$ cat src/rtl/shooting_flags_pkg.sv
// Shared definitions for the shooting-flag LED link (sender and receiver).
package shooting_flags_pkg;

    localparam logic [7:0]  SYNC_BYTE  = 8'h67;
    localparam int unsigned FRAME_LEN  = 16;
    localparam int unsigned PWM_PERIOD = 5;

    typedef enum logic [1:0] {
        HUNT   = 2'd0,
        SEARCH = 2'd1,
        TRACK  = 2'd2
    } state_t;

    // Rotate left by k (slot k carries rotl8(byte, k mod 8)).
    function automatic logic [7:0] rotl8(input logic [7:0] b, input logic [2:0] k);
        logic [15:0] w;
        w = {b, b} << k;
        return w[15:8];
    endfunction

    // Rotate right by k, inverse of rotl8.
    function automatic logic [7:0] rotr8(input logic [7:0] b, input logic [2:0] k);
        logic [15:0] w;
        w = {b, b} >> k;
        return w[7:0];
    endfunction

endpackage

$ cat src/rtl/pwm_level_recover.sv
// Strips the sender's PWM: ORs the bus over each PWM window into a stable
// symbol level and flags the cycle after the level changes.
module pwm_level_recover #(
    parameter int unsigned PWM_PERIOD = 5
) (
    input  logic       clk,
    input  logic       rst_n,
    input  logic [7:0] cats_in,
    output logic [7:0] level,
    output logic       change
);

    localparam int unsigned    CW       = (PWM_PERIOD > 1) ? $clog2(PWM_PERIOD) : 1;
    localparam logic [CW-1:0]  CTR_LAST = CW'(PWM_PERIOD - 1);

    logic [CW-1:0] ctr;
    logic [7:0]    acc;
    logic [7:0]    prev_level;

    // Free-running window counter; accumulated OR becomes the level at wrap.
    always_ff @(posedge clk or negedge rst_n) begin
        if (!rst_n) begin
            ctr        <= '0;
            acc        <= '0;
            level      <= '0;
            prev_level <= '0;
        end else begin
            prev_level <= level;
            if (ctr == CTR_LAST) begin
                ctr   <= '0;
                level <= acc | cats_in;
                acc   <= '0;
            end else begin
                ctr <= ctr + CW'(1);
                acc <= acc | cats_in;
            end
        end
    end

    assign change = (level != prev_level);

endmodule

$ cat src/rtl/shooting_flags_rx.sv
// Receive end of the shooting-flag link: recovers slot timing from symbol
// edges, locks on the frame start byte, undoes per-slot rotation and
// presents bytes on a valid/ready stream.
module shooting_flags_rx #(
    parameter int unsigned CLK_FREQ    = 48_000_000,
    parameter int unsigned SLOT_CYCLES = CLK_FREQ / 2,
    parameter int unsigned PWM_PERIOD  = shooting_flags_pkg::PWM_PERIOD,
    parameter int unsigned FRAME_LEN   = shooting_flags_pkg::FRAME_LEN,
    parameter logic [7:0]  SYNC_BYTE   = shooting_flags_pkg::SYNC_BYTE
) (
    input  logic       clk,
    input  logic       rst_n,
    input  logic [7:0] cats_in,
    output logic [7:0] out_data,
    output logic       out_valid,
    input  logic       out_ready,
    output logic       out_sof,
    output logic       locked,
    output logic       overflow,
    output logic       sync_err
);

    import shooting_flags_pkg::*;

    localparam int unsigned    IW          = (FRAME_LEN > 1) ? $clog2(FRAME_LEN) : 1;
    localparam logic [IW-1:0]  IDX_LAST    = IW'(FRAME_LEN - 1);
    localparam logic [IW-1:0]  IDX_ONE     = (FRAME_LEN > 1) ? IW'(1) : '0;
    localparam logic [31:0]    HALF_SLOT   = 32'(SLOT_CYCLES / 2);
    localparam logic [31:0]    SLOT_RELOAD = 32'(SLOT_CYCLES - 1);
    localparam logic [31:0]    LOST_LIMIT  = 32'(4 * SLOT_CYCLES - 1);

    state_t        state, state_n;
    logic [31:0]   slot_tmr, slot_tmr_n;
    logic [31:0]   quiet_tmr, quiet_tmr_n;
    logic [IW-1:0] idx, idx_n;
    logic          locked_n;
    logic          sync_err_n;
    logic          slot_hit;
    logic          emit;
    logic          emit_sof;
    logic [7:0]    emit_data;
    logic          load;

    logic [7:0]    level;
    logic          change;
    logic [2:0]    rot_k;
    logic [7:0]    derot;

    pwm_level_recover #(
        .PWM_PERIOD (PWM_PERIOD)
    ) u_level (
        .clk     (clk),
        .rst_n   (rst_n),
        .cats_in (cats_in),
        .level   (level),
        .change  (change)
    );

    assign rot_k = 3'(idx);
    assign derot = rotr8(level, rot_k);

    // State, slot timer, quiet timer, slot index and lock flag.
    always_ff @(posedge clk or negedge rst_n) begin
        if (!rst_n) begin
            state     <= HUNT;
            slot_tmr  <= '0;
            quiet_tmr <= '0;
            idx       <= '0;
            locked    <= 1'b0;
            sync_err  <= 1'b0;
        end else begin
            state     <= state_n;
            slot_tmr  <= slot_tmr_n;
            quiet_tmr <= quiet_tmr_n;
            idx       <= idx_n;
            locked    <= locked_n;
            sync_err  <= sync_err_n;
        end
    end

    // Slot timing recovery, frame alignment and byte de-rotation.
    always_comb begin
        state_n     = state;
        slot_tmr_n  = slot_tmr;
        quiet_tmr_n = quiet_tmr;
        idx_n       = idx;
        locked_n    = locked;
        sync_err_n  = 1'b0;
        slot_hit    = 1'b0;
        emit        = 1'b0;
        emit_sof    = 1'b0;
        emit_data   = derot;

        unique case (state)
            HUNT: begin
                slot_tmr_n  = '0;
                quiet_tmr_n = '0;
                idx_n       = '0;
                if (change) begin
                    slot_tmr_n = HALF_SLOT;
                    state_n    = SEARCH;
                end
            end

            SEARCH, TRACK: begin
                // An edge re-centres the sampling point and wins over expiry.
                if (change) begin
                    slot_tmr_n  = HALF_SLOT;
                    quiet_tmr_n = '0;
                end else begin
                    quiet_tmr_n = quiet_tmr + 32'd1;
                    if (slot_tmr == '0) begin
                        slot_hit   = 1'b1;
                        slot_tmr_n = SLOT_RELOAD;
                    end else begin
                        slot_tmr_n = slot_tmr - 32'd1;
                    end
                end

                if (!change && (quiet_tmr == LOST_LIMIT)) begin
                    state_n     = HUNT;
                    locked_n    = 1'b0;
                    idx_n       = '0;
                    slot_tmr_n  = '0;
                    quiet_tmr_n = '0;
                end else if (slot_hit) begin
                    if (state == SEARCH) begin
                        if (level == SYNC_BYTE) begin
                            emit      = 1'b1;
                            emit_sof  = 1'b1;
                            emit_data = SYNC_BYTE;
                            idx_n     = IDX_ONE;
                            locked_n  = 1'b1;
                            state_n   = TRACK;
                        end
                    end else begin
                        idx_n = (idx == IDX_LAST) ? '0 : idx + IDX_ONE;
                        if (idx == '0) begin
                            if (derot != SYNC_BYTE) begin
                                sync_err_n = 1'b1;
                                locked_n   = 1'b0;
                                state_n    = SEARCH;
                            end else begin
                                emit     = 1'b1;
                                emit_sof = 1'b1;
                            end
                        end else begin
                            emit = 1'b1;
                        end
                    end
                end
            end

            default: state_n = HUNT;
        endcase
    end

    assign load = emit && (!out_valid || out_ready);

    // Output holding register; a byte arriving while it is still full is dropped.
    always_ff @(posedge clk or negedge rst_n) begin
        if (!rst_n) begin
            out_data  <= '0;
            out_sof   <= 1'b0;
            out_valid <= 1'b0;
            overflow  <= 1'b0;
        end else begin
            overflow <= emit && !load;
            if (load) begin
                out_data  <= emit_data;
                out_sof   <= emit_sof;
                out_valid <= 1'b1;
            end else if (out_valid && out_ready) begin
                out_valid <= 1'b0;
                out_sof   <= 1'b0;
            end
        end
    end

endmodule

$ cat config.mk
export PLATFORM = sky130hd
export DESIGN_NAME = shooting_flags_rx
export DESIGN_NICKNAME = d
export VERILOG_FILES = /design/src/rtl/shooting_flags_pkg.sv /design/src/rtl/pwm_level_recover.sv /design/src/rtl/shooting_flags_rx.sv
export SDC_FILE = /design/constraint.sdc
export NUM_CORES = 1
export LEC_CHECK = 0
export ABC_AREA = 0
export ABC_CLOCK_PERIOD_IN_PS = 2700
export BUFFER_PORTS_ARGS = -buffer_cell sky130_fd_sc_hd__clkbuf_2
export CORE_MARGIN = 5
export CORE_UTILIZATION = 56
export CTS_CLUSTER_SIZE = 25
export DETAILED_ROUTE_END_ITERATION = 10
export PLACE_DENSITY = 0.77
export SYNTH_ARGS = -nofsm -noshare
export SYNTH_HDL_FRONTEND = slang
export SYNTH_HIERARCHICAL = 1
export SYNTH_SLANG_ARGS = --single-unit
$ cat constraint.sdc
create_clock -name clk -period 2.7 [get_ports clk]
set_clock_uncertainty 0.1 [all_clocks]
set_input_delay 0.27 -clock clk [delete_from_list [all_inputs] [get_ports clk]]
set_output_delay 0.27 -clock clk [all_outputs]
set_load 0.05 [all_outputs]
==> out/results.txt <==
initial antenna violation count = 0
final core utilization = 0.7154
most instantiated cells after synthesis = dfrtp_1, nor2_1, nand2_1
final WL = 17050 um
reg2reg start = u_level/level[0]
number of global-route vias before repair = 5295
critical path data required time = 2.92 ns
total power = 3.634 mW
hold_sp = cats_in[4]
PortBufs = 23
die width = 115.0 um
RSZ-0062 raised after global routing = yes
storage element area = 0.002763 mm2
first-pass GRT wire length = 25270 um
Clock power frac = 0.284
fin. max-slew vios = 0
Final period util = 1.065
GRT Total Usage = 0.2373
CTS tree = built
DP Worst Slack = -0.09956 ns
Post-Syn Nets = 684
top cell type's share of synthesized area = 0.4456
Post-Syn Area = 0.006177 mm2
Hold Vio Cnt, Final = 0
Reg-to-Reg End = idx[0]
Post-DP HPWL = 10530 um
max cap viols = 0
switching share of power = 0.3220
# clock sinks = 110
Worst Hold Class = in -> reg
peak supply drop = 342.6 uV
total grt overflow = 0
register-to-register setup slack = -0.18 ns
CTS root buf = clkbuf_8
GPL Wtd Cong = 0.9031
worst setup margin = -0.1750 ns
maximum clock path buffer count = 2
drt drc = 0
failing checks = setup timing
Critical Path, Cell by Cell = xor2_1 > nor4_1 > nand2_1 > nor3b_2 > nand4_1 > buf_4 > o31ai_4 > buf_6 > o21ba_4 > or2_4 > o31ai_4
die area = 0.01323 mm2
Critical Path Source Type = flop
worst r2r path cells = 11
multi-input combinational cell area = 0.003456 mm2
Top cell by count, worst path = o31ai_4
Lkg Pwr = 3.228 nW
Power Density = 468.6 mW/mm2
max_slew headroom = 0.5102
Sequential Power Share = 0.504
#FFs+latches synth = 110
DR pass1 iterations = 5
ys async rst share = 1.000
Initial Utilization = 0.5698
FILL cells = 725
Slew @ Worst Pin = 0.7347 ns
ys flop type = dfrtp_1
sequential area share after synthesis = 0.4456
DRT iter0 DRCs = 731
worst hold path depth = 3
Area Overhead vs Synth = 25.54%
WHS = 0.01474 ns
post-synth top area cell = dfrtp_1
Vias = 5679
Power Internal = 2.464 mW
H-tree levels = 3
Syn Inst Count = 664
CP top delay family = simple AND/OR/NAND/NOR gates
placed cell count = 870
EDFF count, synth = 0
largest cells by area after synthesis = dfrtp_1, nor2_1, mux4_2
setup violators final = 54
clock slew at reported path FFs = 0.12 ns
Post-Syn Area per Cell = 9.303 um2
via density per instance = 6.248
largest net degree at the start of global routing = 55
TritonCTS buffer count = 9
run status = finished, violations left
Critical Path Slowest Stage Cell = dfrtp_2
Final ANT Viol Nets = 0
Largest stage delay, worst path = 0.46 ns
core area = 0.01084 mm2
clk_lat worst skew = 0.40 ns
min Tclk post-route = 2.875 ns
Worst Setup End Kind = flop
Synth warnings = 6
I/O Pins = 24
Distinct cells, synth = 64
Setup CP Type = reg -> reg
Comb power frac = 0.212
CP max FO = 6
share of cells above drive strength 1 = 0.2965
ANT cells = 0
count leader, synth = dfrtp_1
Buf/Inv on CP = 2
WP data arrival = 3.09 ns
fmax = 347.8 MHz
Die Span Y = 115.0 um
Hold EP = u_level/acc[4]
Psw = 1.170 mW
DR WL/cell = 18.76 um
std cell rows = 38
final std cells w/o fill = 909
Nets = 784
## metrics by stage
step           setup TNS (ns)  cell area [um2]
2_1_floorplan         -0.1628             6208
3_3_place_gp          -0.1037             6952
5_1_grt                -15.28             7755
3_5_place_dp          -0.7097             6952
4_1_cts              -0.04482             7292
6_report               -3.208             7755
## timing repair
action | in CTS | in global routing
setup endpoints to repair | 48 | 81
hold buffers | 3 | 0
pin swaps | 7 | 38
gates cloned | 0 | 4
setup buffers | 7 | 9
endpoints found under the hold margin | 53 | 0
gates resized for setup | 13 | 97
## area by class of cell
cell class	count	share of cell area
Tap cell	140	0.02259
Sequential cell	110	0.3562
Inverter	38	0.01872
Timing Repair Buffer	121	0.1312
Clock buffer	10	0.01775
Clock inverter	6	0.007906
Multi-Input combinational cell	484	0.4456
## power groups by stage
| stage | registers, mW | clock network, mW | logic (mW) |
|---|---|---|---|
| floorplan | 1.83 | 0 | 0.372 |
| global placement | 1.85 | 0 | 0.587 |
| detailed placement | 1.86 | 0 | 0.602 |
| CTS | 1.83 | 1.04 | 0.623 |
| global route | 1.84 | 1.11 | 0.835 |
| finish | 1.83 | 1.03 | 0.770 |
## worst register-to-register path, cell delays in order, from the launching register on
cell and delay [ns]:
dfrtp_2 0.46, xor2_1 0.17, nor4_1 0.31, nand2_1 0.16
nor3b_2 0.20, nand4_1 0.15, buf_4 0.20, o31ai_4 0.17
buf_6 0.16, o21ba_4 0.18, or2_4 0.26, o31ai_4 0.27
## logic make-up after synthesis
family          count (synthesis)  share of synthesized area
flops                         110                     0.4456
compound gates                122                     0.1339
fa+ha+maj                       9                    0.01823
xor+xnor                       43                    0.06097
mux                            18                    0.05408
simple gates                  292                     0.2388
buf+inv                        70                    0.04841
## worst max-delay path by stage
stage                        to  slack, ns  cells past startpoint        startpoint
floorplan           out_data[0]      -0.03                     11  u_level/level[6]
global placement         idx[0]      -0.02                     10  u_level/level[0]
detailed placement      out_sof       -0.1                      6            idx[0]
CTS                      idx[0]      -0.04                      6      slot_tmr[14]
global route             idx[0]      -0.32                     11  u_level/level[0]
finish                   idx[0]      -0.18                     11  u_level/level[0]
## state kept, by name, summed over array words and instances, names as in the netlist, 2 cells and up
register and count:
out_data 8, state 2, u_level/ctr 3, u_level/level 8
slot_tmr 32, quiet_tmr 32, u_level/prev_level 8, u_level/acc 8
idx 4
## routing by layer
metal | wire length, um | global-route usage
met1 | 7222 | 0.3322
met5 | 0 | 0
met2 | 8065 | 0.3708
met3 | 1210 | 0.03737
met4 | 553 | 0.09781
## layout by cell type, fill, tap and decap left out, types with 8 or more instances in the layout
cell type and instances:
o21ai_2 10, a21oi_2 11, and3_1 9, dfrtp_1 102
nand4_1 10, nand2_1 59, nor2_1 91, o21ai_1 23
or4_1 8, mux4_2 12, nor3_1 17, xor2_1 20
dfrtp_2 8, clkbuf_8 10, inv_1 37, buf_4 72
clkbuf_2 22, nand3_1 19, nor4_1 12, xnor2_1 23
ha_1 9, o21ai_0 8, nand2b_1 8, buf_6 17
or3_1 12, a21oi_1 13
No activity file was read; power rests on OpenSTA's default activity.
